**src/rtl/saper_board_pkg.sv**
```systemverilog
// Shared board constants and enums for the saper board pipeline.
package saper_board_pkg;

  localparam int unsigned EASY_DIM = 8;
  localparam int unsigned MED_DIM  = 10;
  localparam int unsigned HARD_DIM = 16;

  typedef enum logic [1:0] {
    LVL_NONE = 2'd0,
    LVL_EASY = 2'd1,
    LVL_MED  = 2'd2,
    LVL_HARD = 2'd3
  } level_e;

  typedef enum logic [1:0] {
    S_IDLE = 2'd0,
    S_SCAN = 2'd1,
    S_REQ  = 2'd2,
    S_DONE = 2'd3
  } state_e;

endpackage

```
**src/rtl/num_draw_sequencer_if.sv**
```systemverilog
// Draw-request handshake between the number sequencer and the digit renderer.
interface num_draw_sequencer_if;

  logic        draw_req;
  logic        draw_ack;
  logic [4:0]  draw_field_x;
  logic [4:0]  draw_field_y;
  logic [2:0]  draw_digit;
  logic [10:0] draw_xpos;
  logic [10:0] draw_ypos;

  modport master (
    output draw_req, draw_field_x, draw_field_y, draw_digit, draw_xpos, draw_ypos,
    input  draw_ack
  );

  modport slave (
    input  draw_req, draw_field_x, draw_field_y, draw_digit, draw_xpos, draw_ypos,
    output draw_ack
  );

endinterface

```
**src/rtl/num_field_select.sv**
```systemverilog
// Picks one field's defuse bit and count out of the array set for a level.
module num_field_select
  import saper_board_pkg::*;
(
  input  level_e                  lvl,
  input  logic [3:0]              col,
  input  logic [3:0]              row,
  input  logic [7:0][7:0][2:0]    num_arr_easy,
  input  logic [9:0][9:0][2:0]    num_arr_medium,
  input  logic [15:0][15:0][2:0]  num_arr_hard,
  input  logic [7:0][7:0]         defuse_arr_easy,
  input  logic [9:0][9:0]         defuse_arr_medium,
  input  logic [15:0][15:0]       defuse_arr_hard,
  output logic                    fld_defuse,
  output logic [2:0]              fld_num,
  output logic [4:0]              fld_dim
);

  // NOTE: every output gets a default before the case so no path leaves one unassigned (no latch).
  always_comb begin
    fld_defuse = 1'b0;
    fld_num    = 3'd0;
    fld_dim    = 5'(EASY_DIM);
    case (lvl)
      LVL_EASY: begin
        fld_defuse = defuse_arr_easy[col[2:0]][row[2:0]];
        fld_num    = num_arr_easy[col[2:0]][row[2:0]];
        fld_dim    = 5'(EASY_DIM);
      end
      LVL_MED: begin
        fld_defuse = defuse_arr_medium[col][row];
        fld_num    = num_arr_medium[col][row];
        fld_dim    = 5'(MED_DIM);
      end
      LVL_HARD: begin
        fld_defuse = defuse_arr_hard[col][row];
        fld_num    = num_arr_hard[col][row];
        fld_dim    = 5'(HARD_DIM);
      end
      default: ;
    endcase
  end

endmodule

```
**src/rtl/num_draw_sequencer.sv**
```systemverilog
// Per-frame scan of defused fields, issuing one digit draw request per nonzero count.
module num_draw_sequencer
  import saper_board_pkg::*;
(
  input  logic                    clk,
  input  logic                    rst,
  input  logic [1:0]              level,
  input  logic                    explode,
  input  logic                    frame_start,
  input  logic [10:0]             board_xpos,
  input  logic [10:0]             board_ypos,
  input  logic [5:0]              field_size,
  input  logic [7:0][7:0][2:0]    num_arr_easy,
  input  logic [9:0][9:0][2:0]    num_arr_medium,
  input  logic [15:0][15:0][2:0]  num_arr_hard,
  input  logic [7:0][7:0]         defuse_arr_easy,
  input  logic [9:0][9:0]         defuse_arr_medium,
  input  logic [15:0][15:0]       defuse_arr_hard,
  num_draw_sequencer_if.master    dbus,
  output logic                    scan_busy,
  output logic                    scan_done
);

  localparam logic [1:0] ST_IDLE = S_IDLE;
  localparam logic [1:0] ST_SCAN = S_SCAN;
  localparam logic [1:0] ST_REQ  = S_REQ;
  localparam logic [1:0] ST_DONE = S_DONE;

  logic [1:0]  state_q, state_d;
  level_e      lvl_q, lvl_d;
  logic [3:0]  col_q, col_d, row_q, row_d;
  logic [10:0] xacc_q, xacc_d, yacc_q, yacc_d;
  logic        req_q, req_d;
  logic [4:0]  fx_q, fx_d, fy_q, fy_d;
  logic [2:0]  digit_q, digit_d;
  logic [10:0] dx_q, dx_d, dy_q, dy_d;
  logic        busy_q, busy_d, done_q, done_d;

  logic        fld_defuse;
  logic [2:0]  fld_num;
  logic [4:0]  fld_dim;

  num_field_select u_sel (
    .lvl               (lvl_q),
    .col               (col_q),
    .row               (row_q),
    .num_arr_easy      (num_arr_easy),
    .num_arr_medium    (num_arr_medium),
    .num_arr_hard      (num_arr_hard),
    .defuse_arr_easy   (defuse_arr_easy),
    .defuse_arr_medium (defuse_arr_medium),
    .defuse_arr_hard   (defuse_arr_hard),
    .fld_defuse        (fld_defuse),
    .fld_num           (fld_num),
    .fld_dim           (fld_dim)
  );

  logic        last_col, last_field, abort, qualify;
  logic [3:0]  adv_col, adv_row;
  logic [10:0] adv_xacc, adv_yacc;

  // Next scan position; pixel origins track by repeated addition of the pitch.
  always_comb begin
    last_col   = ({1'b0, col_q} == fld_dim - 5'd1);
    last_field = last_col && ({1'b0, row_q} == fld_dim - 5'd1);
    abort      = explode || (level != lvl_q);
    qualify    = fld_defuse && (fld_num != 3'd0);
    if (last_col) begin
      adv_col  = 4'd0;
      adv_xacc = board_xpos;
      adv_row  = row_q + 4'd1;
      adv_yacc = yacc_q + {5'd0, field_size};
    end else begin
      adv_col  = col_q + 4'd1;
      adv_xacc = xacc_q + {5'd0, field_size};
      adv_row  = row_q;
      adv_yacc = yacc_q;
    end
  end

  always_comb begin
    state_d = state_q;
    lvl_d   = lvl_q;
    col_d   = col_q;
    row_d   = row_q;
    xacc_d  = xacc_q;
    yacc_d  = yacc_q;
    req_d   = req_q;
    fx_d    = fx_q;
    fy_d    = fy_q;
    digit_d = digit_q;
    dx_d    = dx_q;
    dy_d    = dy_q;
    busy_d  = busy_q;
    done_d  = 1'b0;
    case (state_q)
      ST_IDLE: begin
        if (frame_start && (level != LVL_NONE) && !explode) begin
          state_d = ST_SCAN;
          lvl_d   = level_e'(level);
          col_d   = 4'd0;
          row_d   = 4'd0;
          xacc_d  = board_xpos;
          yacc_d  = board_ypos;
          busy_d  = 1'b1;
        end
      end
      ST_SCAN, ST_REQ: begin
        if (abort) begin
          state_d = ST_IDLE;
          req_d   = 1'b0;
          busy_d  = 1'b0;
        end else if (state_q == ST_SCAN && qualify) begin
          state_d = ST_REQ;
          req_d   = 1'b1;
          fx_d    = {1'b0, col_q};
          fy_d    = {1'b0, row_q};
          digit_d = fld_num;
          dx_d    = xacc_q;
          dy_d    = yacc_q;
        end else if (state_q == ST_SCAN || dbus.draw_ack) begin
          req_d = 1'b0;
          if (last_field) begin
            state_d = ST_DONE;
            busy_d  = 1'b0;
            done_d  = 1'b1;
          end else begin
            state_d = ST_SCAN;
            col_d   = adv_col;
            row_d   = adv_row;
            xacc_d  = adv_xacc;
            yacc_d  = adv_yacc;
          end
        end
      end
      ST_DONE: state_d = ST_IDLE;
      default: state_d = ST_IDLE;
    endcase
  end

  // NOTE: sequential state uses non-blocking assignments so all flops update together at the edge.
  always_ff @(posedge clk) begin
    if (rst) begin
      state_q <= ST_IDLE;
      lvl_q   <= LVL_NONE;
      col_q   <= '0;
      row_q   <= '0;
      xacc_q  <= '0;
      yacc_q  <= '0;
      req_q   <= 1'b0;
      fx_q    <= '0;
      fy_q    <= '0;
      digit_q <= '0;
      dx_q    <= '0;
      dy_q    <= '0;
      busy_q  <= 1'b0;
      done_q  <= 1'b0;
    end else begin
      state_q <= state_d;
      lvl_q   <= lvl_d;
      col_q   <= col_d;
      row_q   <= row_d;
      xacc_q  <= xacc_d;
      yacc_q  <= yacc_d;
      req_q   <= req_d;
      fx_q    <= fx_d;
      fy_q    <= fy_d;
      digit_q <= digit_d;
      dx_q    <= dx_d;
      dy_q    <= dy_d;
      busy_q  <= busy_d;
      done_q  <= done_d;
    end
  end

  assign dbus.draw_req     = req_q;
  assign dbus.draw_field_x = fx_q;
  assign dbus.draw_field_y = fy_q;
  assign dbus.draw_digit   = digit_q;
  assign dbus.draw_xpos    = dx_q;
  assign dbus.draw_ypos    = dy_q;
  assign scan_busy         = busy_q;
  assign scan_done         = done_q;

endmodule

```
**src/flat_wrapper.sv**
```systemverilog
// flat-port wrapper written by rule: the top's interface ports become plain ports
module num_draw_sequencer_flat import saper_board_pkg::*;
  (clk, rst, level, explode, frame_start, board_xpos, board_ypos, field_size, num_arr_easy, num_arr_medium, num_arr_hard, defuse_arr_easy, defuse_arr_medium, defuse_arr_hard, scan_busy, scan_done, dbus_draw_req, dbus_draw_field_x, dbus_draw_field_y, dbus_draw_digit, dbus_draw_xpos, dbus_draw_ypos, dbus_draw_ack);
  num_draw_sequencer_if dbus_i ();
  input  logic clk;
  input  logic rst;
  input  logic [1:0] level;
  input  logic explode;
  input  logic frame_start;
  input  logic [10:0] board_xpos;
  input  logic [10:0] board_ypos;
  input  logic [5:0] field_size;
  input  logic [7:0][7:0][2:0] num_arr_easy;
  input  logic [9:0][9:0][2:0] num_arr_medium;
  input  logic [15:0][15:0][2:0] num_arr_hard;
  input  logic [7:0][7:0] defuse_arr_easy;
  input  logic [9:0][9:0] defuse_arr_medium;
  input  logic [15:0][15:0] defuse_arr_hard;
  output logic scan_busy;
  output logic scan_done;
  output wire logic [$bits(dbus_i.draw_req)-1:0] dbus_draw_req;
  output wire logic [$bits(dbus_i.draw_field_x)-1:0] dbus_draw_field_x;
  output wire logic [$bits(dbus_i.draw_field_y)-1:0] dbus_draw_field_y;
  output wire logic [$bits(dbus_i.draw_digit)-1:0] dbus_draw_digit;
  output wire logic [$bits(dbus_i.draw_xpos)-1:0] dbus_draw_xpos;
  output wire logic [$bits(dbus_i.draw_ypos)-1:0] dbus_draw_ypos;
  input wire logic [$bits(dbus_i.draw_ack)-1:0] dbus_draw_ack;
  assign dbus_draw_req = dbus_i.draw_req;
  assign dbus_draw_field_x = dbus_i.draw_field_x;
  assign dbus_draw_field_y = dbus_i.draw_field_y;
  assign dbus_draw_digit = dbus_i.draw_digit;
  assign dbus_draw_xpos = dbus_i.draw_xpos;
  assign dbus_draw_ypos = dbus_i.draw_ypos;
  assign dbus_i.draw_ack = dbus_draw_ack;
  num_draw_sequencer u_core (.clk(clk), .rst(rst), .level(level), .explode(explode), .frame_start(frame_start), .board_xpos(board_xpos), .board_ypos(board_ypos), .field_size(field_size), .num_arr_easy(num_arr_easy), .num_arr_medium(num_arr_medium), .num_arr_hard(num_arr_hard), .defuse_arr_easy(defuse_arr_easy), .defuse_arr_medium(defuse_arr_medium), .defuse_arr_hard(defuse_arr_hard), .dbus(dbus_i), .scan_busy(scan_busy), .scan_done(scan_done));
endmodule
```
**config.mk**
```make
export PLATFORM = sky130hd
export DESIGN_NAME = num_draw_sequencer_flat
export DESIGN_NICKNAME = d
export VERILOG_FILES = /design/src/rtl/saper_board_pkg.sv /design/src/rtl/num_draw_sequencer_if.sv /design/src/rtl/num_field_select.sv /design/src/rtl/num_draw_sequencer.sv /design/src/flat_wrapper.sv
export SDC_FILE = /design/constraint.sdc
export NUM_CORES = 1
export LEC_CHECK = 0
export BUFFER_PORTS_ARGS = -buffer_cell sky130_fd_sc_hd__buf_2
export CORE_AREA = 2 2 683 685
export DETAILED_ROUTE_END_ITERATION = 8
export DIE_AREA = 0 0 685 687
export PLACE_DENSITY = 0.3
export SYNTH_ARGS = -nofsm -noshare
export SYNTH_HDL_FRONTEND = slang
export SYNTH_SLANG_ARGS = --single-unit
```
**constraint.sdc**
```tcl
create_clock -name clk -period 3.5 [get_ports clk]
set_input_delay 0.7 -clock clk [delete_from_list [all_inputs] [get_ports clk]]
set_output_delay 0.7 -clock clk [all_outputs]
set_load 0.02 [all_outputs]
```
==> results.md <==
- The flow ran to the end, but the final reports show violations.
- The final reports fail on setup timing.
- Setup repair after global routing could not meet its margin everywhere.
- The category of the most critical setup path is flip-flop to flip-flop.
- The leading area contributor after synthesis is sky130_fd_sc_hd__mux4_2.
- The number of antenna violations at the first check in global routing is 500.
- The average instance in the mapped netlist occupies approximately 11 µm².
- The fraction of post-synthesis cell area in the top cell type by area is 47.36%.
- The final layout contains about 5,600 nets.
- Entering global routing, the biggest net connects 34 pins.
- Along the worst path, the maximum fanout reaches 6.
- Across the run, the number of max-cap violations was 0.
- The transition at the pin with the smallest max-transition slack is roughly 1.0 ns.
- The die is 687 µm tall.
- The design draws roughly 4.8 mW.
- TritonCTS built the clock tree.
- The post-synthesis instance area is roughly 0.018 mm².
- The max-slew violation total from the final report was 0.
- The most used flip-flop cell after synthesis is sky130_fd_sc_hd__dfxtp_1.
- In the synthesized netlist, the cells that appear most often are 381 x sky130_fd_sc_hd__mux4_2, 159 x sky130_fd_sc_hd__mux2i_1, 127 x sky130_fd_sc_hd__nand2_1.
- The buffer and inverter count on the worst path is 8.
- The worst-case headroom to the max-slew limit is 30.71%.
- The final routed wirelength across all metal layers is between 300,000 and 400,000 µm.
- Of the cells placed in the final design, the portion with a size suffix greater than 1 is between 70% and 80%.
- The root buffer selected by CTS is sky130_fd_sc_hd__clkbuf_16.
- The TritonCTS sink count is 70.
- The most frequent cell on the critical path is sky130_fd_sc_hd__buf_12.
- The average wire per cell in the routed design is between 30 and 40 µm.
- The floorplan step set the die width to approximately 690 µm.
- The cell family contributing the most delay on the critical path is compound AO/OA/AOI/OAI gates.
- The total die area is 0.4706 mm².
- The share of the Yosys chip area taken by registers is 7.734%.
- The detailed router's first-iteration violation count is 2,210.
- Summed over all cells, the static leakage comes to around 16 nW.
- Setup violations remaining at the end of the flow were counted as 68.
- In the routed layout, each cell is associated on average with a via count of between 2 and 3.
- After synthesis, the cell types taking the most area are sky130_fd_sc_hd__mux4_2 47%, sky130_fd_sc_hd__mux2i_1 8.8%, sky130_fd_sc_hd__dfxtp_1 7.7%.
- The count of flip-flops with a built-in enable after synthesis is 0.
- In this run the deepest clock path goes through 2 buffers.
- At the end of routability-driven placement, the weighted congestion stood at between 0.9 and 1.
- After detailed routing, the number of remaining DRC violations is 0.
- The number of input and output port buffers inserted is 1,750.
- Data arrives at the worst endpoint at between 4 and 5 ns.
- The worst min-delay path class is flip-flop to flip-flop.
- The post-route antenna net violation count is 0.
- Walking the worst path, the cells encountered are buf_12, buf_16, buf_12, mux4_2, a221oi_4, buf_6, o21ai_1, o22ai_2, buf_6, o211ai_1, o211ai_4, nand4_4, o41ai_4, buf_6, buf_12, nand2b_4, buf_12, mux2i_1, nor2_1.
- The post-synthesis to final-layout area growth is 130.6%.
- After routing, the total negative slack on setup checks comes to -62.69 ns.
- The first global-routing pass estimated between 400,000 and 500,000 µm of wire.
- The critical path data required time is between 3 and 4 ns.
- The cell with the largest stage delay on the worst path is sky130_fd_sc_hd__mux4_2.
- The placeable core region is roughly 0.46 mm².
- Across the VDD grid, the largest voltage drop is roughly 0.25 mV.
- The number of search-and-repair iterations in the first detailed-routing pass is 5.
- In the post-route analysis, the smallest setup slack over all paths is -1.029 ns.
- For this run, the top clock speed supported by timing is between 200 and 250 MHz.
- The shortest clock period the worst path allows after layout is around 4.5 ns.
- The count of endpoints failing hold in the final timing report is 0.
- The total global routing track utilization is between 10% and 20%.
- The worst setup path is captured at a flip-flop.
- The clock transition time at the flip-flop clock pins of the worst setup and hold paths is ~0.06 ns.
- The later pin in the worst-skew pair is clocked with a latency of 0.36 ns.
- Global routing finished with a remaining overflow of 0.
- Dividing total power by cell area gives a power density of 115.0 mW/mm².
- 1,753 I/O pins were placed.
- The synthesized flop and latch total is 70.
- The final clock period utilization by the worst path is 129.4%.
- The starting density of the core is approximately 3.9%.
- The critical path's largest stage delay is 0.56 ns.
- STA classifies the critical path startpoint as a flip-flop.
- The post-synthesis cell type count is 83.
- In this run, CTS created clock tree buffers numbering 9.
- In this run the number of H-tree levels came out at 3.
- The warning count from the yosys run is 0.
- Summed over all nets, the half-perimeter wirelength after detailed placement is between 300,000 and 400,000 µm.
- By instance count, the leading cell after synthesis is sky130_fd_sc_hd__mux4_2.
- In this run the core area contains 250 standard-cell rows.
- The routed layout has between 20,000 and 30,000 vias.
- Synthesis produced a netlist whose cell count is between 1,500 and 2,000.
- The number of global-route vias before repair is 28,350.
- On the final layout, the worst clock skew is 0.008548 ns.
- Counting flops with an async set or reset pin after synthesis yields a share of 0%.
[flip-flops by register name, summed over array words and instances (netlist names)]
signal / count
u_core.dbus.draw_field_y: 4
u_core.xacc_q: 11
u_core.dbus.draw_field_x: 4
u_core.dbus.draw_digit: 3
u_core.dbus.draw_ypos: 11
u_core.state_q: 2
u_core.dbus.draw_xpos: 11
u_core.col_q: 4
u_core.lvl_q: 2
u_core.yacc_q: 11
u_core.scan_busy: 1
u_core.scan_done: 1
u_core.dbus.draw_req: 1
u_core.row_q: 4
[worst paths after layout]
| kind | startpoint | endpoint | slack [ns] | depth (start not counted) |
|---|---|---|---|---|
| setup reg to reg | u_core.col_q[0]$_SDFFE_PP0P_ | u_core.dbus.draw_ypos[4]$_SDFFE_PP0P_ | -1.03 | 19 |
| hold reg to reg | u_core.dbus.draw_field_x[1]$_SDFFE_PP0P_ | u_core.dbus.draw_field_x[1]$_SDFFE_PP0P_ | 0.49 | 2 |
| hold / removal | u_core.dbus.draw_field_x[1]$_SDFFE_PP0P_ | u_core.dbus.draw_field_x[1]$_SDFFE_PP0P_ | 0.49 | 2 |
| setup / recovery | u_core.col_q[0]$_SDFFE_PP0P_ | u_core.dbus.draw_ypos[4]$_SDFFE_PP0P_ | -1.03 | 19 |
[cells in the final DEF (no fill, tap or decap), drive strengths merged, types with 6 or more instances in the layout]
master   Yosys  routed
a211oi      31      31
mux2i      159     159
a21o         6       6
mux2        30      30
nor4         6       6
o211ai      13      13
a22o         7       7
a221oi      20      20
nor3        42      42
diode        0     157
a2111oi     13      13
inv         27      26
a31oi       15      15
mux4       381     381
nand4       17      17
nand2      128     128
o21ai       56      56
and3         6       6
o221ai      14      14
buf        136    2386
nand2b      16      16
xor2         6       6
ha          17      17
dfxtp       70      70
a22oi       39      39
o31ai        8       8
nor2       106     106
nor2b       20      20
nand3       33      33
and2         7       7
o2111ai      7       7
o22ai       33      33
clkbuf      56      13
a21oi       72      72
[layer usage]
metal  vias up  track usage (%)  wire (µm)
met5         -                0       1294
met3       795            5.006      31120
li1      11680                -          -
met4       208            1.761       8480
met2      1991            27.20     183800
met1     14170            17.73     146000
[layout make-up]
cell class,count,area [µm²]
fillers,54140,420900
multi-input cells,1381,16330
repair buffers,2387,15460
well taps,6174,7725
flip-flops and latches,70,1429
diodes,157,392.9
clock buffers,12,266.5
inverters,28,132.6
clock inverters,3,42.54
[power breakdown]
| group | total [mW] | switching, mW | leakage (nW) | internal (mW) |
|---|---|---|---|---|
| clock network | 1.02 | 0.412 | 0.152 | 0.606 |
| logic | 2.93 | 1.43 | 15.5 | 1.49 |
| registers | 0.861 | 0.0379 | 0.573 | 0.823 |
[cells by family after synthesis]
family	count (synthesis)	synth area share, %
buf+inv	220	7.340
compound gates	376	14.55
fa+ha+maj	19	1.395
mux	570	58.00
flops	70	7.734
xor+xnor	9	0.4350
other cells	1	0.02070
simple gates	405	10.52
[tightest hold or removal path: stages, from the launching register on]
cell and delay (ns):
sky130_fd_sc_hd__dfxtp_1 0.32, sky130_fd_sc_hd__a21oi_1 0.06, sky130_fd_sc_hd__nor2_1 0.07
[repair_timing]
action / in CTS / in global routing
pin swaps: 38 / 28
endpoints found under the hold margin: 0 / 0
gates resized for setup: 164 / 55
buffers inserted: 33 / 40
cloned: 4 / 0
endpoints found under the setup margin: 68 / 68
hold buffers: 0 / 0
[metrics by stage]
step	utilization [%]	instance area [µm²]	hold WS, ns	setup WS [ns]	instances
3_3_place_gp	8.522	39420	0.4955	-2.290	9969
4_1_cts	8.835	40870	0.4939	-1.090	10020
6_report	9.030	41780	0.4865	-1.029	10210
5_1_grt	8.980	41540	0.5241	-1.149	10120
2_1_floorplan	-	18250	0.4504	-0.1380	1671
3_5_place_dp	8.523	39430	0.4789	-1.711	9969
(Power assumes the default switching activity.)
